`config.mk`:
```
export PLATFORM = sky130hd
export DESIGN_NAME = bus_mux_rr
export DESIGN_NICKNAME = d
export VERILOG_FILES = /design/src/rtl/bus_mux_rr_pkg.sv /design/src/rtl/bus_rr_arbiter.sv /design/src/rtl/bus_mux_rr.sv
export SDC_FILE = /design/constraint.sdc
export NUM_CORES = 1
export LEC_CHECK = 0
export ABC_AREA = 0
export BUFFER_PORTS_ARGS = -buffer_cell sky130_fd_sc_hd__buf_4
export CAP_MARGIN = 20
export CORE_ASPECT_RATIO = 1.25
export CORE_UTILIZATION = 45
export CTS_BUF_LIST = sky130_fd_sc_hd__clkbuf_4 sky130_fd_sc_hd__clkbuf_8 sky130_fd_sc_hd__clkbuf_16
export DETAILED_ROUTE_END_ITERATION = 10
export GPL_ROUTABILITY_DRIVEN = 0
export PLACE_DENSITY_LB_ADDON = 0.3
export SYNTH_ARGS = -nofsm -noshare
export SYNTH_HDL_FRONTEND = slang
export SYNTH_HIERARCHICAL = 1
export SYNTH_SLANG_ARGS = --single-unit
```
`constraint.sdc`:
```
create_clock -name clk -period 4.5 [get_ports clk]
set_input_delay 0.45 -clock clk [delete_from_list [all_inputs] [get_ports clk]]
set_output_delay 0.45 -clock clk [all_outputs]
set_load 0.05 [all_outputs]
```
`src/rtl/bus_mux_rr_pkg.sv`:
```
// Shared definitions for the bus_mux_rr multiplexer: mode encodings and the
// select-width helper used to size channel indices.
package bus_mux_rr_pkg;

    localparam logic MODE_FIXED = 1'b0;
    localparam logic MODE_RR    = 1'b1;

    // Index width for n channels, never narrower than one bit.
    function automatic int clog2_min1(input int n);
        int w;
        w = 1;
        while ((1 << w) < n) begin
            w = w + 1;
        end
        return w;
    endfunction

endpackage

```
`src/rtl/bus_rr_arbiter.sv`:
```
// Rotating-priority search: the first requester at or after ptr, wrapping
// modulo NUM_IN, wins. Purely combinational.
module bus_rr_arbiter
    import bus_mux_rr_pkg::*;
#(
    parameter int NUM_IN = 8,
    parameter int SEL_W  = clog2_min1(NUM_IN)
) (
    input  logic [NUM_IN-1:0] req,
    input  logic [SEL_W-1:0]  ptr,
    output logic              grant_valid,
    output logic [SEL_W-1:0]  grant_idx
);

    // One extra bit so ptr + offset cannot overflow before the wrap.
    localparam logic [SEL_W:0] NUM_IN_EXT = (SEL_W+1)'(NUM_IN);

    logic [SEL_W:0] cand;

    always_comb begin
        // NOTE: defaults first so every path assigns the outputs and no latch is inferred.
        grant_valid = 1'b0;
        grant_idx   = '0;
        cand        = '0;
        // Walk from the farthest offset down so the nearest requester is written last.
        for (int k = NUM_IN - 1; k >= 0; k--) begin
            cand = {1'b0, ptr} + (SEL_W+1)'(k);
            if (cand >= NUM_IN_EXT) begin
                cand = cand - NUM_IN_EXT;
            end
            if (req[cand[SEL_W-1:0]]) begin
                grant_valid = 1'b1;
                grant_idx   = cand[SEL_W-1:0];
            end
        end
    end

endmodule

```
`src/rtl/bus_mux_rr.sv`:
```
// N-channel bus multiplexer with a one-beat registered output, valid/ready
// flow control, and either fixed-select or round-robin channel choice.
module bus_mux_rr
    import bus_mux_rr_pkg::*;
#(
    parameter int WIDTH  = 16,
    parameter int NUM_IN = 8,
    parameter int SEL_W  = clog2_min1(NUM_IN)
) (
    input  logic                    clk,
    input  logic                    rst,
    input  logic [NUM_IN*WIDTH-1:0] in_data,
    input  logic [NUM_IN-1:0]       in_valid,
    output logic [NUM_IN-1:0]       in_ready,
    input  logic                    mode,
    input  logic [SEL_W-1:0]        sel,
    output logic [WIDTH-1:0]        out_data,
    output logic                    out_valid,
    input  logic                    out_ready,
    output logic [SEL_W-1:0]        out_src,
    output logic                    sel_err
);

    localparam logic [SEL_W:0]   NUM_IN_EXT = (SEL_W+1)'(NUM_IN);
    localparam logic [SEL_W-1:0] LAST_IDX   = SEL_W'(NUM_IN - 1);

    logic [WIDTH-1:0] ch_data [NUM_IN];
    logic [WIDTH-1:0] out_data_q, out_data_d;
    logic [SEL_W-1:0] out_src_q, out_src_d;
    logic [SEL_W-1:0] ptr_q, ptr_d;
    logic             out_valid_q, out_valid_d;
    logic             sel_err_q, sel_err_d;

    logic             rr_valid;
    logic [SEL_W-1:0] rr_idx;
    logic             sel_in_range;
    logic             load;
    logic             grant_valid;
    logic [SEL_W-1:0] grant_idx;

    always_comb begin
        for (int i = 0; i < NUM_IN; i++) begin
            ch_data[i] = in_data[i*WIDTH +: WIDTH];
        end
    end

    bus_rr_arbiter #(
        .NUM_IN (NUM_IN),
        .SEL_W  (SEL_W)
    ) u_arb (
        .req         (in_valid),
        .ptr         (ptr_q),
        .grant_valid (rr_valid),
        .grant_idx   (rr_idx)
    );

    assign sel_in_range = ({1'b0, sel} < NUM_IN_EXT);
    assign load         = !out_valid_q || out_ready;

    always_comb begin
        grant_valid = 1'b0;
        grant_idx   = sel;
        if (mode == MODE_RR) begin
            grant_valid = rr_valid;
            grant_idx   = rr_idx;
        end else if (sel_in_range) begin
            grant_valid = in_valid[sel];
        end
    end

    // Accept is gated by reset so no source hands off a beat that would be dropped.
    always_comb begin
        in_ready = '0;
        if (load && grant_valid && !rst) begin
            in_ready[grant_idx] = 1'b1;
        end
    end

    always_comb begin
        out_valid_d = out_valid_q;
        out_data_d  = out_data_q;
        out_src_d   = out_src_q;
        ptr_d       = ptr_q;
        sel_err_d   = (mode == MODE_FIXED) && !sel_in_range;
        if (load) begin
            out_valid_d = grant_valid;
            if (grant_valid) begin
                out_data_d = ch_data[grant_idx];
                out_src_d  = grant_idx;
                if (mode == MODE_RR) begin
                    ptr_d = (grant_idx == LAST_IDX) ? '0 : grant_idx + SEL_W'(1);
                end
            end
        end
    end

    // NOTE: sequential state uses non-blocking assignments so every register samples pre-edge values.
    always_ff @(posedge clk or posedge rst) begin
        if (rst) begin
            out_valid_q <= 1'b0;
            out_data_q  <= '0;
            out_src_q   <= '0;
            ptr_q       <= '0;
            sel_err_q   <= 1'b0;
        end else begin
            out_valid_q <= out_valid_d;
            out_data_q  <= out_data_d;
            out_src_q   <= out_src_d;
            ptr_q       <= ptr_d;
            sel_err_q   <= sel_err_d;
        end
    end

    assign out_data  = out_data_q;
    assign out_valid = out_valid_q;
    assign out_src   = out_src_q;
    assign sel_err   = sel_err_q;

endmodule
```
Word level (Yosys, flattened, before mapping)

Cells that the tools add are included.

Add/subtract/negate cells: 16
Order comparisons: 20
Equality and inequality tests: 1
Muxes and demuxes: 51
Bitwise gates (word level): 1
Reduce and logical (&&, ||, !) cells: 8

Operators with widths:

| operator                                                                     | number |
|---|---|
| 3-bit two-way mux                                                            | 18 |
| 16-bit binary-select mux with 3-bit select                                   | 1 |
| 3-bit by 4-bit less-than comparator with 1-bit output, second input constant | 10 |
| 4-bit >= comparator, second input constant                                   | 8 |
| 16-bit two-way mux                                                           | 2 |
| 1-bit binary-select mux with 3-bit select                                    | 9 |
| 3-bit by 1-bit subtractor with 3-bit output, second input constant           | 8 |
| 1-bit two-way mux                                                            | 19 |
| 3-bit by 3-bit adder with 4-bit output, second input constant                | 4 |
| 3-bit by 2-bit adder with 4-bit output, second input constant                | 2 |
| 8-bit two-way mux                                                            | 1 |
| 3-bit by 1-bit adder with 4-bit output, second input constant                | 1 |
| 3-bit by 4-bit >= comparator with 1-bit output, second input constant        | 1 |
| 3-bit inverter with 4-bit output                                             | 1 |
| 3-bit by 1-bit adder with 3-bit output, second input constant                | 1 |
| 1-bit demux with 3-bit select                                                | 1 |
| 3-bit == test, second input constant                                         | 1 |
| 3-bit by 1-bit >= comparator with 1-bit output, second input constant        | 1 |
| 1-bit logical AND                                                            | 3 |
| 3-bit AND reduction                                                          | 1 |
| 1-bit logical NOT                                                            | 2 |
| 2-bit AND reduction                                                          | 1 |
| 1-bit logical OR                                                             | 1 |

Flip-flop bits (word level): 23
Input port bits: 143
Output and inout bits: 29
Logic and storage cells: 101

Logic depth before layout (Yosys ltp)

Word-level depth: 19
Gate-level depth with buffers: 19
Gate-level depth less buffers: 14

Hierarchy

The synthesis kept the hierarchy.

Modules (own cells, without submodules):

| module         | instances | cells each | area an instance (sq um) | sequential area each (sq um) |
|---|---|---|---|---|
| bus_mux_rr     | 1         | 320        | 2202.1                   | 575.6 |
| bus_rr_arbiter | 1         | 90         | 782.0                    | 0.0 |

Worst setup path before layout

OpenSTA, ideal clock, no wires.

Path kind: register -> output
From: reg ptr_q[1]
To: out in_ready[1]
Arrival time: 4.692 ns
Data required time: 4.050 ns
Slack: -0.642 ns
Stages on the path, launching flop included: 18
Buffers on the path: 5
Cell sequence: dfrtp_1 buf_4 buf_4 inv_1 ha_1 clkbuf_1 mux4_2 mux2_4 o21ai_2 a31oi_1 o21bai_1 mux2_1 mux2i_2 inv_1 buf_2 buf_1 nand2_1 nor4_1

Longest elaborated chain between the ends: 19
Elaborated cells on any way between the ends: 73
Classes of those cells: add/sub: 15; order compare: 10; mux: 45; reduce/logical: 3

RTL lines:

| element                                                                                                                                              | line                                       | text |
|---|---|---|
| start, declared                                                                                                                                      | bus_mux_rr.sv:30                           | `logic [SEL_W-1:0] ptr_q, ptr_d;` |
| start signal, assigned                                                                                                                               | bus_mux_rr.sv:109                          | `ptr_q <= ptr_d;` |
| 3-bit by 3-bit adder with 4-bit output                                                                                                               | bus_rr_arbiter.sv:27                       | `cand = {1'b0, ptr} + (SEL_W+1)'(k);` |
| 4-bit >= comparator / 3-bit by 1-bit subtractor with 3-bit output (equally long branches)                                                            | bus_rr_arbiter.sv:28, bus_rr_arbiter.sv:29 |  |
| 3-bit two-way mux                                                                                                                                    | bus_rr_arbiter.sv:28                       | `if (cand >= NUM_IN_EXT) begin` |
| 1-bit binary-select mux with 3-bit select                                                                                                            | bus_rr_arbiter.sv:31                       | `if (req[cand[SEL_W-1:0]]) begin` |
| 1-bit two-way mux (not written as such)                                                                                                              | bus_rr_arbiter.sv:31                       |  |
| 3-bit two-way mux (7 in series)                                                                                                                      | bus_rr_arbiter.sv:31                       |  |
| 3-bit two-way mux *                                                                                                                                  | bus_rr_arbiter.sv:31                       |  |
| net rr_idx[0]                                                                                                                                        | bus_mux_rr.sv:35                           | `logic [SEL_W-1:0] rr_idx;` |
| 3-bit two-way mux *                                                                                                                                  | bus_mux_rr.sv:63                           | `if (mode == MODE_RR) begin` |
| net grant_idx[0]                                                                                                                                     | bus_mux_rr.sv:39                           | `logic [SEL_W-1:0] grant_idx;` |
| 3-bit by 4-bit less-than comparator with 1-bit output (not written as such) / 3-bit by 1-bit >= comparator with 1-bit output (equally long branches) | bus_mux_rr.sv:75                           | `in_ready[grant_idx] = 1'b1;` |
| 1-bit logical AND (not written as such)                                                                                                              | bus_mux_rr.sv:75                           |  |
| 1-bit two-way mux (not written as such)                                                                                                              | bus_mux_rr.sv:75                           |  |
| 1-bit demux with 3-bit select *                                                                                                                      | bus_mux_rr.sv:75                           |  |
| 8-bit two-way mux *                                                                                                                                  | bus_mux_rr.sv:74                           | `if (load && grant_valid && !rst) begin` |
| end, declared                                                                                                                                        | bus_mux_rr.sv:14                           | `output logic [NUM_IN-1:0] in_ready,` |

Mark *: on every way through the listed nets, which the timed path passes. The rest lies on a longest branch. The select of a mux whose other input is x is not followed.

Worst setup path in the final report

From: reg ptr_q[1]
To: out in_ready[6]

Longest elaborated chain between the ends: 19
Elaborated cells on any way between the ends: 73
Classes of those cells: add/sub: 15; order compare: 10; mux: 45; reduce/logical: 3

RTL lines:

| element                                                                                                                                              | line |
|---|---|
| 3-bit by 3-bit adder with 4-bit output                                                                                                               | bus_rr_arbiter.sv:27 |
| 4-bit >= comparator / 3-bit by 1-bit subtractor with 3-bit output (equally long branches)                                                            | bus_rr_arbiter.sv:28, bus_rr_arbiter.sv:29 |
| 3-bit two-way mux                                                                                                                                    | bus_rr_arbiter.sv:28 |
| 1-bit binary-select mux with 3-bit select                                                                                                            | bus_rr_arbiter.sv:31 |
| 1-bit two-way mux (not written as such)                                                                                                              | bus_rr_arbiter.sv:31 |
| 3-bit two-way mux (7 in series)                                                                                                                      | bus_rr_arbiter.sv:31 |
| 3-bit two-way mux *                                                                                                                                  | bus_rr_arbiter.sv:31 |
| net rr_idx[0]                                                                                                                                        | bus_mux_rr.sv:35 |
| 3-bit two-way mux *                                                                                                                                  | bus_mux_rr.sv:63 |
| 3-bit by 4-bit less-than comparator with 1-bit output (not written as such) / 3-bit by 1-bit >= comparator with 1-bit output (equally long branches) | bus_mux_rr.sv:75 |
| 1-bit logical AND (not written as such)                                                                                                              | bus_mux_rr.sv:75 |
| 1-bit two-way mux (not written as such)                                                                                                              | bus_mux_rr.sv:75 |
| 1-bit demux with 3-bit select *                                                                                                                      | bus_mux_rr.sv:75 |
| 8-bit two-way mux *                                                                                                                                  | bus_mux_rr.sv:74 |

Marked as above.

==> implementation parameters <==
Parameter                              Value

Yosys
  Netlist area before placement    2980 um^2
  Syn avg cell area    7.28 um^2
  Area share of the largest cell type after synthesis    19.3%
  Combinational family with the most area after synthesis    simple AND/OR/NAND/NOR gates
  Syn. warnings    6
  Sequential area share after synthesis    19.3%
  Flip-flop and latch count after synthesis    23
  Cell type contributing the most total cell area after synthesis    dfrtp_1
  Ys flop type    dfrtp_1
  Cell types with the highest counts after synthesis    122 x nand2_1, 42 x nand3_1, 23 x dfrtp_1
  Count leader, synth    nand2_1
  Post-Synth Adder-Cell Area    1.26%
  Number of flops mapped to enable cells by yosys    0
  Xor/xnor share of the synthesized area    1.17%
  Top cells by area in the synthesized netlist    dfrtp_1 19%, nand2_1 15%, nand3_1 7.0%
  Compound-Gate Fraction of Synth Area    16.3%
  Simple logic cell fraction of the synthesized area    34.6%
  Multiplexer share of the synthesized area    19.8%
  Cells after synthesis    410
  Number of unique standard cell types used by synthesis    63
  Nets in the synthesized netlist    556
  Fraction of registers with async set or reset after synthesis    100%

Setup path
  R2R Path End    out_data[4]
  Crit Path Category    register to primary output
  Startpoint kind of the worst setup timing path    register
  Endpoint arrival time on the critical path    3.75 ns
  Depth of the worst register-to-register path    13
  Worst setup slack for register-to-register paths    0.51 ns
  Worst R2R Start    ptr_q[1]
  CP endpoint kind    primary output
  Largest fanout on the critical path    9
  Required time reported for the critical path endpoint    4.05 ns

Pwr
  Power consumption    3.54 mW
  Worst IR drop on VDD    484 uV
  Cell area power density    806 nW/um^2
  Leakage    2.10 nW

Detailed routing
  Drt first pass iters    5
  Wire length per cell after detailed routing    15.9 um
  Via total after detailed routing    3,781
  Drc violations    0
  Total length of routed wires    10,300 um
  Post-DRT Antenna Nets    0
  Post-DR vias/cell    5.82
  Iteration-0 DRC Markers    302

Timing
  Setup-failing EPs final    0
  Transition time at the pin with the least slew margin    0.888 ns
  Number of max-slew violations in the final report    0
  Share of the cycle needed by the critical path after routing    93.2%
  Slew margin rel.    40.4%
  Maximum achievable frequency    238 MHz
  Setup Skew    0.0101 ns
  RSZ-0062 raised after global routing    false
  Final hold violations    0
  Final sum of negative setup slack    0 ns
  Final period demand of the worst path    4.20 ns

Run
  Maxcap violations    0

Clock network
  CTS Root Cell    clkbuf_8
  Clock transition time at the flip-flop clock pins of the worst setup and hold paths    0.09 ns
  CTS resizes    0
  Clock sinks    23
  Post-CTS setup-driven buffer insertion count    0
  Maximum clock path buffer count    2
  Total CTS buffers    3
  # H-tree levels    1
  CTS tree    built
  Latest clock arrival within the worst-skew pair    0.27 ns
  Hold buffers post-CTS    0

Global routing
  First-pass GRT wire length    16,300 um
  Number of antenna violations at the first check in global routing    0
  Gr ovfl total    0
  GRT Util Overall    30.2%
  Maximum number of pins on one net before global-route repair    46
  Number of global-route vias before repair    3,524

Finish
  Non-filler cells, final    650
  Area occupied by multi-input gates    2260 um^2
  Combined flip-flop and latch cell area    576 um^2
  Number of fill cells    505
  Number of nets in the layout    712
  Share of final-layout standard cells stronger than drive strength 1    38.8%
  Number of antenna diodes    0
  Area grow syn2layout    47.5%

Floorplan
  Overall die width    74.8 um
  Number of placed I/O pins    172
  Initial Util    47.5%
  FP Rows    32
  Core footprint    6290 um^2
  Die Height    93.0 um
  Area enclosed by the die boundary    6960 um^2

Placement
  # port buffers    170
  Sum of net half-perimeters after detailed placement    8360 um
  Number of cells in the design after placement    646

Status
  Outcome    finished, final reports clean

Hold path
  Worst hold-check path type    input port to asynchronous set/reset pin
-- power breakdown --
part | leakage [nW] | total, mW | internal (mW) | switching (mW)
logic | 1.80 | 3.02 | 1.15 | 1.86
registers | 0.276 | 0.391 | 0.310 | 0.0810
clock network | 0.0262 | 0.138 | 0.0694 | 0.0685
total | 2.10 | 3.54 | 1.53 | 2.01
-- stage by stage --
| stage | setup WS, ns | cell area (um^2) | util (%) | hold slack, ns |
|---|---|---|---|---|
| 2_1_floorplan | -0.498 | 3050 | - | 0.509 |
| 5_1_grt | 0.0176 | 4400 | 70.0 | 0.524 |
| 4_1_cts | 0.288 | 4400 | 69.9 | 0.486 |
| 3_3_place_gp | 0.660 | 4350 | 69.2 | 0.466 |
| 3_5_place_dp | 0.572 | 4350 | 69.2 | 0.472 |
| 6_report | 0.304 | 4400 | 70.0 | 0.444 |
-- worst max path at each step --
stage | cells past startpoint | to | from | slack [ns]
3_5_place_dp | 13 | out_data[4] | ptr_q[1] | 0.57
4_1_cts | 13 | in_ready[6] | ptr_q[1] | 0.29
2_1_floorplan | 15 | in_ready[2] | ptr_q[1] | -0.50
5_1_grt | 12 | in_ready[6] | ptr_q[1] | 0.02
3_3_place_gp | 13 | out_data[4] | ptr_q[1] | 0.66
6_report | 12 | in_ready[6] | ptr_q[1] | 0.30
-- worst max-delay path, stage by stage, from the launching register on --
cell and delay, ns:
dfrtp_1 0.35, inv_1 0.11, ha_1 0.47, mux4_1 0.45, mux2_4 0.33, o21ai_2 0.13
a31oi_1 0.10, o21bai_1 0.15, mux2_1 0.41, mux2i_4 0.23, nand2_1 0.27, nor4_2 0.22
buf_4 0.24
-- cell usage in the layout (no fill, tap or decap), types with 2 or more instances in the layout --
master	Yosys	routed
a211o_1	2	2
a21oi_1	8	7
a22oi_1	2	2
a31oi_1	7	7
a32oi_1	2	2
and2_1	2	2
buf_4	4	183
clkbuf_8	0	3
dfrtp_1	23	23
ha_1	3	3
inv_1	8	8
mux2_2	8	8
mux2i_1	15	15
mux4_1	5	5
mux4_2	8	8
nand2_1	122	122
nand2b_1	5	5
nand3_1	42	42
nand3b_1	2	2
nand4_1	11	11
nor2_1	21	21
nor2b_1	3	3
nor3_1	3	3
nor4_1	10	4
nor4_2	0	3
nor4_4	0	3
o21ai_0	20	20
o21ai_1	2	2
o21ai_2	3	3
o221ai_1	3	3
o22ai_1	5	5
xnor2_1	2	2
xor2_1	2	2
-- registers in the layout, indices dropped and copies added, names as in the netlist --
register and cells:
out_valid 1, out_src 3, ptr_q 3, out_data 16
-- metal layers --
layer	share of wire, %	vias up	wire length (um)	track usage [%]
met3	6.5	37	677	3.66
met2	51	215	5270	52.0
li1	-	1793	-	-
met4	4.1	0	425	13.7
met5	0	-	0	0
met1	38	1736	3960	36.7
-- cells by family (layout without fill, tap and decap cells) --
family | after synthesis | in the layout
simple gates | 228 | 228
flops | 23 | 23
mux | 39 | 39
xor+xnor | 4 | 4
compound gates | 71 | 71
other cells | 1 | 1
buf+inv | 41 | 196
fa+ha+maj | 3 | 3
-- final cells by class --
| type | instances | share of cell area (%) |
|---|---|---|
| inverters | 9 | 0.768 |
| multi-input cells | 346 | 51.4 |
| well taps | 85 | 2.42 |
| flip-flops and latches | 23 | 13.1 |
| repair buffers | 183 | 31.2 |
| clock buffers | 4 | 1.11 |
No activity file was read; power rests on OpenSTA's default activity.
